==> src/rtl/lcd_seq_pkg.sv <==
// lcd_seq_pkg: shared types and constants for the LCD stream sequencer.
package lcd_seq_pkg;
  typedef enum logic [1:0] {ENT_CMD, ENT_DATA, ENT_DELAY, ENT_END} ent_t;
  typedef struct packed {
    ent_t       kind;
    logic [7:0] val;
  } rom_entry_t;
  typedef enum logic [3:0] {
    ST_RST_LOW, ST_RST_WAIT, ST_FETCH, ST_SEND, ST_WAIT_MS,
    ST_WIN, ST_PIX_GET, ST_PIX_HI, ST_PIX_LO
  } state_t;
  localparam logic [7:0] CMD_CASET = 8'h2A;
  localparam logic [7:0] CMD_RASET = 8'h2B;
  localparam logic [7:0] CMD_RAMWR = 8'h2C;
  localparam logic [15:0] BAR_RED   = 16'hF800;
  localparam logic [15:0] BAR_GREEN = 16'h07E0;
  localparam logic [15:0] BAR_BLUE  = 16'h001F;
  localparam logic [15:0] BAR_WHITE = 16'hFFFF;
endpackage

==> src/rtl/lcd_seq_init_rom.sv <==
// lcd_init_rom: ST7789 init table, registered case ROM (one cycle latency).
module lcd_init_rom
  import lcd_seq_pkg::*;
(
  input  logic       clk,
  input  logic [3:0] i_addr,
  output rom_entry_t o_entry
);
  always_ff @(posedge clk)
    case (i_addr)
      4'd0:    o_entry <= '{ENT_CMD,   8'h01};
      4'd1:    o_entry <= '{ENT_DELAY, 8'd150};
      4'd2:    o_entry <= '{ENT_CMD,   8'h11};
      4'd3:    o_entry <= '{ENT_DELAY, 8'd120};
      4'd4:    o_entry <= '{ENT_CMD,   8'h3A};
      4'd5:    o_entry <= '{ENT_DATA,  8'h55};
      4'd6:    o_entry <= '{ENT_CMD,   8'h36};
      4'd7:    o_entry <= '{ENT_DATA,  8'h00};
      4'd8:    o_entry <= '{ENT_CMD,   8'h21};
      4'd9:    o_entry <= '{ENT_CMD,   8'h13};
      4'd10:   o_entry <= '{ENT_CMD,   8'h29};
      4'd11:   o_entry <= '{ENT_DELAY, 8'd20};
      default: o_entry <= '{ENT_END,   8'h00};
    endcase
endmodule

==> src/rtl/lcd_stream_sequencer.sv <==
// lcd_stream_sequencer: LCD reset, ROM init playback, then endless window + RGB565 pixel streaming.
// Optional colour-bar source enabled by LCD_STREAM_SEQUENCER_TESTPATTERN_EN.
module lcd_stream_sequencer
  import lcd_seq_pkg::*;
#(
  parameter int CLK_FREQ_HZ   = 27_000_000,
  parameter int WIDTH         = 135,
  parameter int HEIGHT        = 240,
  parameter int X_OFFSET      = 52,
  parameter int Y_OFFSET      = 40,
  parameter int RESET_LOW_MS  = 10,
  parameter int RESET_WAIT_MS = 120
) (
  input  logic        clk,
  input  logic        resetn,
  output logic        lcd_resetn,
  output logic        tx_valid,
  input  logic        tx_ready,
  output logic [7:0]  tx_byte,
  output logic        tx_dc,
  input  logic        pix_valid,
  output logic        pix_ready,
  input  logic [15:0] pix_data,
  input  logic        test_mode,
  output logic        init_done,
  output logic        frame_start
);
  localparam int MS_CYC = CLK_FREQ_HZ / 1000;
  localparam int PW = MS_CYC > 1 ? $clog2(MS_CYC) : 1;
  localparam logic [PW-1:0] PRE_MAX = PW'(MS_CYC - 1);
  localparam logic [15:0] NPIX_M1 = 16'(WIDTH * HEIGHT - 1);
  localparam logic [87:0] WIN_SEQ = {CMD_CASET, 16'(X_OFFSET), 16'(X_OFFSET + WIDTH - 1),
                                     CMD_RASET, 16'(Y_OFFSET), 16'(Y_OFFSET + HEIGHT - 1), CMD_RAMWR};
  state_t      r_state, w_state_n;
  logic [3:0]  r_idx, w_idx_n, r_win;
  logic [PW-1:0] r_pre;
  logic [7:0]  r_ms, w_dly_n;
  logic [15:0] r_pix, r_pix_cnt, w_pix_n;
  logic [87:0] w_win_shift;
  logic        r_init_done, w_xfer, w_tick, w_dly_act, w_dly_done, w_pix_take, w_frame_end;
  rom_entry_t  w_ent;
  // ROM is addressed with the next index so its registered output is valid in FETCH
  lcd_init_rom u_rom (.clk(clk), .i_addr(w_idx_n), .o_entry(w_ent));
  assign w_xfer      = tx_valid && tx_ready;
  assign w_tick      = r_pre == PRE_MAX;
  assign w_dly_act   = r_state inside {ST_RST_LOW, ST_RST_WAIT, ST_WAIT_MS};
  assign w_dly_n     = r_state == ST_RST_LOW ? 8'(RESET_LOW_MS) :
                       r_state == ST_RST_WAIT ? 8'(RESET_WAIT_MS) : w_ent.val;
  assign w_dly_done  = w_dly_n == 8'd0 || (w_tick && r_ms == w_dly_n - 8'd1);
  assign w_frame_end = r_pix_cnt == NPIX_M1;
  assign w_win_shift = WIN_SEQ << {r_win, 3'b000};
`ifdef LCD_STREAM_SEQUENCER_TESTPATTERN_EN
  logic [15:0] r_col, w_bar_pix;
  logic [17:0] w_bar_pos;
  assign w_bar_pos  = {r_col, 2'b00} / 18'(WIDTH);
  assign w_bar_pix  = w_bar_pos == 18'd0 ? BAR_RED : w_bar_pos == 18'd1 ? BAR_GREEN :
                      w_bar_pos == 18'd2 ? BAR_BLUE : BAR_WHITE;
  assign w_pix_take = r_state == ST_PIX_GET && (test_mode || pix_valid);
  assign w_pix_n    = test_mode ? w_bar_pix : pix_data;
  assign pix_ready  = r_state == ST_PIX_GET && !test_mode;
  always_ff @(posedge clk or negedge resetn)
    if (!resetn) r_col <= '0;
    else if (w_pix_take) r_col <= (r_col == 16'(WIDTH - 1) || w_frame_end) ? '0 : r_col + 16'd1;
`else
  logic w_unused_test_mode;
  assign w_unused_test_mode = test_mode;
  assign w_pix_take = r_state == ST_PIX_GET && pix_valid;
  assign w_pix_n    = pix_data;
  assign pix_ready  = r_state == ST_PIX_GET;
`endif
  always_ff @(posedge clk or negedge resetn)
    if (!resetn) r_state <= ST_RST_LOW;
    else r_state <= w_state_n;
  always_comb begin
    w_state_n = r_state;
    w_idx_n   = r_idx;
    case (r_state)
      ST_RST_LOW:  if (w_dly_done) w_state_n = ST_RST_WAIT;
      ST_RST_WAIT: if (w_dly_done) w_state_n = ST_FETCH;
      ST_FETCH:    w_state_n = w_ent.kind == ENT_DELAY ? ST_WAIT_MS :
                               w_ent.kind == ENT_END ? ST_WIN : ST_SEND;
      ST_SEND:     if (w_xfer) begin
        w_state_n = ST_FETCH;
        w_idx_n   = r_idx + 4'd1;
      end
      ST_WAIT_MS:  if (w_dly_done) begin
        w_state_n = ST_FETCH;
        w_idx_n   = r_idx + 4'd1;
      end
      ST_WIN:      if (w_xfer && r_win == 4'd10) w_state_n = ST_PIX_GET;
      ST_PIX_GET:  if (w_pix_take) w_state_n = ST_PIX_HI;
      ST_PIX_HI:   if (w_xfer) w_state_n = ST_PIX_LO;
      ST_PIX_LO:   if (w_xfer) w_state_n = w_frame_end ? ST_WIN : ST_PIX_GET;
      default:     w_state_n = ST_RST_LOW;
    endcase
  end
  always_comb begin
    lcd_resetn  = r_state != ST_RST_LOW;
    tx_valid    = r_state inside {ST_SEND, ST_WIN, ST_PIX_HI, ST_PIX_LO};
    tx_dc       = r_state == ST_SEND ? w_ent.kind == ENT_DATA :
                  r_state == ST_WIN ? !(r_win == 4'd0 || r_win == 4'd5 || r_win == 4'd10) : tx_valid;
    tx_byte     = r_state == ST_SEND ? w_ent.val : r_state == ST_WIN ? w_win_shift[87:80] :
                  r_state == ST_PIX_HI ? r_pix[15:8] : r_state == ST_PIX_LO ? r_pix[7:0] : 8'h00;
    frame_start = r_state == ST_WIN && r_win == 4'd10 && tx_ready;
    init_done   = r_init_done;
  end
  always_ff @(posedge clk or negedge resetn)
    if (!resetn) begin
      r_idx       <= '0;
      r_pre       <= '0;
      r_ms        <= '0;
      r_win       <= '0;
      r_pix       <= '0;
      r_pix_cnt   <= '0;
      r_init_done <= 1'b0;
    end else begin
      r_idx       <= w_idx_n;
      r_pre       <= (!w_dly_act || w_dly_done || w_tick) ? '0 : r_pre + 1'b1;
      r_ms        <= (!w_dly_act || w_dly_done) ? 8'd0 : w_tick ? r_ms + 8'd1 : r_ms;
      r_init_done <= r_init_done || (r_state == ST_FETCH && w_ent.kind == ENT_END);
      if (r_state == ST_WIN && w_xfer) r_win <= r_win == 4'd10 ? 4'd0 : r_win + 4'd1;
      if (w_pix_take) r_pix <= w_pix_n;
      if (r_state == ST_PIX_LO && w_xfer) r_pix_cnt <= w_frame_end ? 16'd0 : r_pix_cnt + 16'd1;
    end
endmodule

==> config.mk <==
export PLATFORM = sky130hd
export DESIGN_NAME = lcd_stream_sequencer
export DESIGN_NICKNAME = d
export VERILOG_FILES = /design/src/rtl/lcd_seq_pkg.sv /design/src/rtl/lcd_seq_init_rom.sv /design/src/rtl/lcd_stream_sequencer.sv
export SDC_FILE = /design/constraint.sdc
export NUM_CORES = 1
export LEC_CHECK = 0
export BUFFER_PORTS_ARGS = -buffer_cell sky130_fd_sc_hd__buf_4
export CAP_MARGIN = 20
export CORE_ASPECT_RATIO = 1.25
export CORE_MARGIN = 8
export CORE_UTILIZATION = 35
export CTS_CLUSTER_DIAMETER = 200
export DETAILED_ROUTE_END_ITERATION = 12
export PLACE_DENSITY = 0.53
export SYNTH_ARGS = -nofsm -noshare
export SYNTH_HDL_FRONTEND = slang
export SYNTH_HIERARCHICAL = 1
export SYNTH_SLANG_ARGS = --single-unit
export TNS_END_PERCENT = 10
==> constraint.sdc <==
create_clock -name clk -period 4.45 [get_ports clk]
set_input_delay 0.2225 -clock clk [delete_from_list [all_inputs] [get_ports clk]]
set_output_delay 0.2225 -clock clk [all_outputs]
set_load 0.02 [all_outputs]
==> results of run 1 <==
-- area by class of cell --
type,instances,area (µm²)
multi-input combinational,394,2600
timing repair buffer,46,345
clock buffer,12,258
clock inverter,4,22.5
fill,1309,7720
sequential,78,1900
inverter,13,48.8
tap,171,214
-- flip-flops by register name, summed over array words and instances, names as in the netlist --
name           cells
r_win              4
r_ms               8
r_pre             15
r_state            4
r_pix_cnt         16
r_pix             16
r_idx              4
u_rom/o_entry     10
init_done          1
-- worst max-delay path: stages, from the launching register on --
cell and delay (ns):
dfrtp_1 0.37, or3_1 0.55, nor2_1 0.15, buf_4 0.15
a21oi_1 0.04, ha_1 0.24, xnor2_1 0.16, o311ai_0 0.51
o2111ai_1 0.18, or3_1 0.43, mux2_2 0.31, nand3_1 0.38
mux2_2 0.39, o2bb2ai_1 0.15
-- through the flow --
| stage | hold WS [ns] | std cells | util (%) |
|---|---|---|---|
| after floorplan | -0.0731 | 508 | - |
| after global placement | 0.409 | 702 | 39.0 |
| after detailed placement | 0.411 | 702 | 39.0 |
| after CTS | 0.0521 | 718 | 41.1 |
| after global routing | 0.101 | 718 | 41.1 |
| final | 0.00676 | 718 | 41.1 |
-- synth_stat cells (5+ instances only) --
cell | instances | area share [%]
a21oi_1 | 19 | 2.0
a22oi_1 | 6 | 0.97
and3_1 | 9 | 1.2
clkbuf_1 | 17 | 1.4
dfrtp_1 | 68 | 37
dfxtp_1 | 10 | 4.3
ha_1 | 16 | 4.3
inv_1 | 11 | 0.89
mux2_2 | 21 | 5.1
mux2i_1 | 5 | 1.1
nand2_1 | 51 | 4.1
nand2b_1 | 5 | 0.67
nand3_1 | 25 | 2.7
nand4_1 | 10 | 1.3
nor2_1 | 49 | 4.0
nor2b_1 | 8 | 1.1
nor3_1 | 18 | 1.9
nor4_1 | 5 | 0.67
nor4b_1 | 5 | 0.94
o21ai_0 | 32 | 3.4
or3_1 | 8 | 1.1
xnor2_1 | 13 | 2.4
xor2_1 | 27 | 5.1
-- path summary, 6_finish.rpt --
path	end	cells after the start
setup / recovery	u_rom/o_entry[0]	13
hold / removal	r_pre[9]	1
setup reg to reg	u_rom/o_entry[0]	13
hold reg to reg	r_pix_cnt[15]	1
max in group asynchronous	r_pix[11]	1
min in group clk	r_pix[8]	2
-- where the power goes --
group          switching [mW]  internal, mW  total, mW
sequential              0.156         0.868       1.02
combinational           0.980         0.692       1.67
clock                   0.278         0.409      0.687
-- metal layers --
metal	vias up	part of all wire (%)	global-route usage [%]
met5	-	0	0
met4	0	1.4	5.20
met3	12	2.3	2.52
met2	44	52	23.1
met1	1827	45	15.8
li1	1889	-	-
-- logic make-up (layout without fill, tap and decap cells) --
family / Yosys count / in the layout
and+or+nand+nor: 219 / 219
AOI/OAI and AO/OA: 92 / 92
DFF: 78 / 78
xor gates and xnor gates: 40 / 40
buffers and inverters: 36 / 75
muxes: 27 / 27
adders and majority gates: 16 / 16
==> flow_summary_export.csv, run 1 <==
group,metric,value,unit
synthesis,ys_ff_latch,78,
detailed_routing,drt_iter0_markers,217,
pwr,p_leak,2.30,nW
timing,setup_viol_count_final,0,
timing,finalCritPeriodShare,91.9,%
detailed_routing,antenna_left,0,
synthesis,yosysWarnings,6,
worst_setup_path,worstPathRequired,4.70,ns
grt,grt_pass1_wl,18.5,mm
synthesis,async_flop_share,87.2,%
timing,skew,0.00717,ns
synthesis,synth_top_family_by_area,"simple AND/OR/NAND/NOR gates",
floorplanning,start_util,35.5,%
timing,max_slew_margin,36.4,%
synthesis,synth_xor_area_share,7.53,%
detailed_routing,vias,3772,
run,cap_violations,0,
timing,finalHoldViolCount,0,
cts,cts-root-buf,"clkbuf_16",
cts,path_clk_slew,0.06,ns
detailed_routing,wl_per_cell,15.4,µm
floorplanning,die_h,145,µm
detailed_routing,routed_via_density,5.25,
timing,grt_setup_unrepaired,"no",
worst_setup_path,r2r_start,"r_state[1]",
placement,place.gp.congestion,0.791,
worst_hold_path,hp-class,"primary input to async pin",
cts,post_cts_buffers,0,
placement,portBuffers,33,
floorplanning,row_count,47,
final_layout,mostFrequentLayoutCells,"68 x dfrtp_1, 51 x nand2_1, 49 x nor2_1",
floorplanning,ios,35,
synthesis,synth_compound_area_share,13.2,%
pwr,power,3.38,mW
floorplanning,design.die.area,0.0173,mm²
detailed_routing,drt_pass1_iterations,4,
worst_setup_path,startpoint_type,"flop",
worst_setup_path,rrSetupSlack,0.36,ns
grt,track_usage,13.2,%
synthesis,synthMuxAreaShare,6.48,%
pwr,powerDensity,628,mW/mm²
timing,setup_slack,0.362,ns
grt,grt_pass1_vias,3844,
cts,cts_sinks,78,
worst_setup_path,crit_path_end_kind,"flop",
floorplanning,core,0.0131,mm²
worst_setup_path,arrival,4.34,ns
timing,slew_viol_final,0,
synthesis,synth_edf_count,0,
final_layout,area_delta_synth_final,15.9,%
grt,antenna_found_initial,0,
synthesis,post_synth_fa_ha_maj_area_fraction,4.30,%
cts,clock_latency,0.33,ns
final_layout,num-nets-final,579,
synthesis,synth-seq-area-share,40.9,%
synthesis,yosys.area_share.simple,24.2,%
grt,grt_max_degree,69,
cts,cts_buffers,9,
floorplanning,die_x,119,µm
outcome,status,"completed",
synthesis,synth_cells,508,
cts,post_cts_resized,0,
synthesis,yosysUniqueCellTypes,63,
worst_setup_path,critPathKind,"flop to flop",
pwr,irDropWorstVdd,0.252,mV
placement,place_area,0.00511,mm²
placement,post-place-ws,0.417,ns
detailed_routing,drc,0,
placement,dp.final_hpwl,7.96,mm
grt,grt_overflow,0,
worst_setup_path,cp-startpoint,"r_state[1]",
final_layout,diodes,0,
synthesis,syn_area,0.00465,mm²
cts,clockBufferDepth,2,
cts,htreeDepth,3,
worst_setup_path,worstPathMaxFanout,14,
timing,worst_slew_pin_slew,0.945,ns
final_layout,drive_gt1_share,16.5,%
timing,finalSetupTns,0,ns
final_layout,final_common_cell,"dfrtp_1",
cts,cts_hold_buf,0,
synthesis,syn-num-nets,545,
synthesis,synthFlopType,"dfrtp_1",
synthesis,syn_area_per_cell,9.15,µm²
timing,fin_crit,4.09,ns
cts,cts_tree,"done",
final_layout,postLayoutCellArea,0.00539,mm²
detailed_routing,routed_wl,11.0,mm
timing,fmax,245,MHz
Power figures use the tool's default switching activity.
==> run 2, diff against run 1 <==
--- a/config.mk
+++ b/config.mk
@@ -9,10 +9,10 @@
 export CAP_MARGIN = 20
 export CORE_ASPECT_RATIO = 1.25
 export CORE_MARGIN = 8
-export CORE_UTILIZATION = 35
+export CORE_UTILIZATION = 45
 export CTS_CLUSTER_DIAMETER = 200
 export DETAILED_ROUTE_END_ITERATION = 12
-export PLACE_DENSITY = 0.53
+export PLACE_DENSITY = 0.65
 export SYNTH_ARGS = -nofsm -noshare
 export SYNTH_HDL_FRONTEND = slang
 export SYNTH_HIERARCHICAL = 1
==> run 2 against run 1 <==
Compared with the run above: combinational power is essentially flat; flip-flop and latch count did not move; final area down 1.3%; via count grew 3.8%; non-clock buffer count decreased by 1; global-route usage up 2.9 points; critical path depth shrank 1; first-iteration DRC count is 27% lower; sequential power hardly changed; core utilization grew 12 points; routed wire length down 2.7%; worst hold slack better by 0.0067 ns; largest power group unchanged.
==> flow_summary_export.csv, run 2 (synthesis results as in run 1) <==
group,metric,value,unit
timing,skew,0.00688,ns
timing,grt_setup_unrepaired,"no",
detailed_routing,routed_wl,10.7,mm
detailed_routing,routed_via_density,5.81,
timing,finalCritPeriodShare,89.3,%
cts,cts_hold_buf,0,
detailed_routing,drc,0,
floorplanning,start_util,46.0,%
final_layout,utilization,52.6,%
grt,grt_max_degree,69,
cts,post_cts_buffers,0,
placement,place.gp.congestion,0.774,
final_layout,mostFrequentLayoutCells,"68 x dfrtp_1, 51 x nand2_1, 49 x nor2_1",
worst_setup_path,startpoint_type,"flop",
floorplanning,ios,35,
final_layout,largest_registers,"r_pix (16), r_pix_cnt (16), r_pre (15)",
cts,clockBufferDepth,2,
placement,portBuffers,33,
worst_setup_path,worstPathRequired,4.69,ns
pwr,powerDensity,633,mW/mm²
grt,grt_util_met1,20.1,%
grt,use_met3,3.18,%
final_layout,fill_cells,918,
grt,grt_pass1_vias,3890,
pwr,p_leak,2.29,nW
final_layout,num-nets-final,578,
grt,track_usage,16.2,%
detailed_routing,drt_pass1_iterations,4,
worst_setup_path,arrival,4.21,ns
floorplanning,core,0.0101,mm²
worst_setup_path,critPathKind,"flop to flop",
placement,dp.final_hpwl,7.68,mm
floorplanning,row_count,41,
grt,busiest_layer,"met2",
timing,finalHoldViolCount,0,
cts,cts_tree,"done",
detailed_routing,vias,3915,
cts,htreeDepth,3,
timing,worst_slew_pin_slew,0.893,ns
floorplanning,die_h,130,µm
final_layout,drive_gt1_share,16.0,%
grt,grt_pass1_wl,18.3,mm
floorplanning,die_x,107,µm
cts,cts-root-buf,"clkbuf_16",
worst_setup_path,reg2reg_depth,12,
cts,cts_sinks,78,
timing,fmax,252,MHz
detailed_routing,drt_iter0_markers,159,
timing,setup_slack,0.477,ns
worst_setup_path,crit_path_end_kind,"flop",
cts,cts_buffers,9,
timing,setup_viol_count_final,0,
worst_hold_path,hp-class,"primary input to async pin",
cts,path_clk_slew,0.06,ns
timing,slew_viol_final,0,
detailed_routing,wl_per_cell,15.9,µm
detailed_routing,antenna_left,0,
grt,antenna_found_initial,0,
timing,fin_crit,3.97,ns
final_layout,diodes,0,
placement,post-place-ws,0.500,ns
outcome,status,"completed",
timing,holdWs,0.0135,ns
final_layout,final_common_cell,"dfrtp_1",
grt,grt_util_met2,27.2,%
pwr,irDropWorstVdd,0.269,mV
timing,finalSetupTns,0,ns
cts,clock_latency,0.33,ns
floorplanning,design.die.area,0.0139,mm²
pwr,power,3.37,mW
run,cap_violations,0,
timing,max_slew_margin,39.9,%
cts,post_cts_resized,0,
worst_setup_path,worstPathMaxFanout,14,
grt,grt_overflow,0,
final_layout,area_delta_synth_final,14.4,%
==> run 2: changes by cell type in the layout (fill, tap and decap cells not counted) <==
cell	previous run	this run
clkbuf_8	0	2
clkbuf_16	10	9
buf_4	46	45
clkinv_2	3	1
clkbuf_1	2	3
clkinvlp_4	1	0
==> run 2: path summary, 6_finish.rpt <==
check / start / endpoint / slack [ns]
min: resetn / r_pre[11] / 0.01
max reg2reg: r_state[1] / u_rom/o_entry[2] / 0.48
max: r_state[1] / u_rom/o_entry[2] / 0.48
min in group clk: pix_data[10] / r_pix[10] / 0.12
max in group asynchronous: resetn / r_pix[2] / 3.87
min reg2reg: r_pix_cnt[15] / r_pix_cnt[15] / 0.47
==> run 2: metrics by stage <==
step                std cells  area, µm²
finish                    674       5320
global route              674       5320
CTS                       674       5320
detailed placement        659       5050
global placement          659       5050
floorplan                 508       4650
==> run 2: cell type report <==
cell class / instances / area (µm²) / area share (%)
sequential: 78 / 1900 / 35.8
multi-input combinational: 394 / 2600 / 48.9
inverter: 13 / 48.8 / 0.917
clock buffer: 14 / 264 / 4.96
timing repair buffer: 45 / 338 / 6.35
tap: 129 / 161 / 3.03
clock inverter: 1 / 5.00 / 0.0941
==> run 2: metal layers <==
| layer | wire length, µm | vias to the layer above |
|---|---|---|
| met4 | 188 | 0 |
| li1 | - | 1885 |
| met3 | 343 | 21 |
| met1 | 4860 | 1947 |
| met5 | 0 | - |
| met2 | 5340 | 62 |
==> run 2: critical path: stages, from the launching register on <==
cell       delay [ns]
dfrtp_1          0.37
or3_1            0.54
nor2_1           0.20
a21oi_1          0.06
ha_1             0.24
xnor2_1          0.17
o311ai_0         0.42
o2111ai_1        0.15
or3_1            0.42
or4_1            0.42
nand4_1          0.43
nor2b_1          0.31
o2bb2ai_1        0.15
==> run 2: power breakdown <==
group          switching [mW]  internal, mW  leakage [nW]
sequential              0.158         0.868         0.965
clock                   0.268         0.405         0.133
combinational           0.977         0.690          1.19
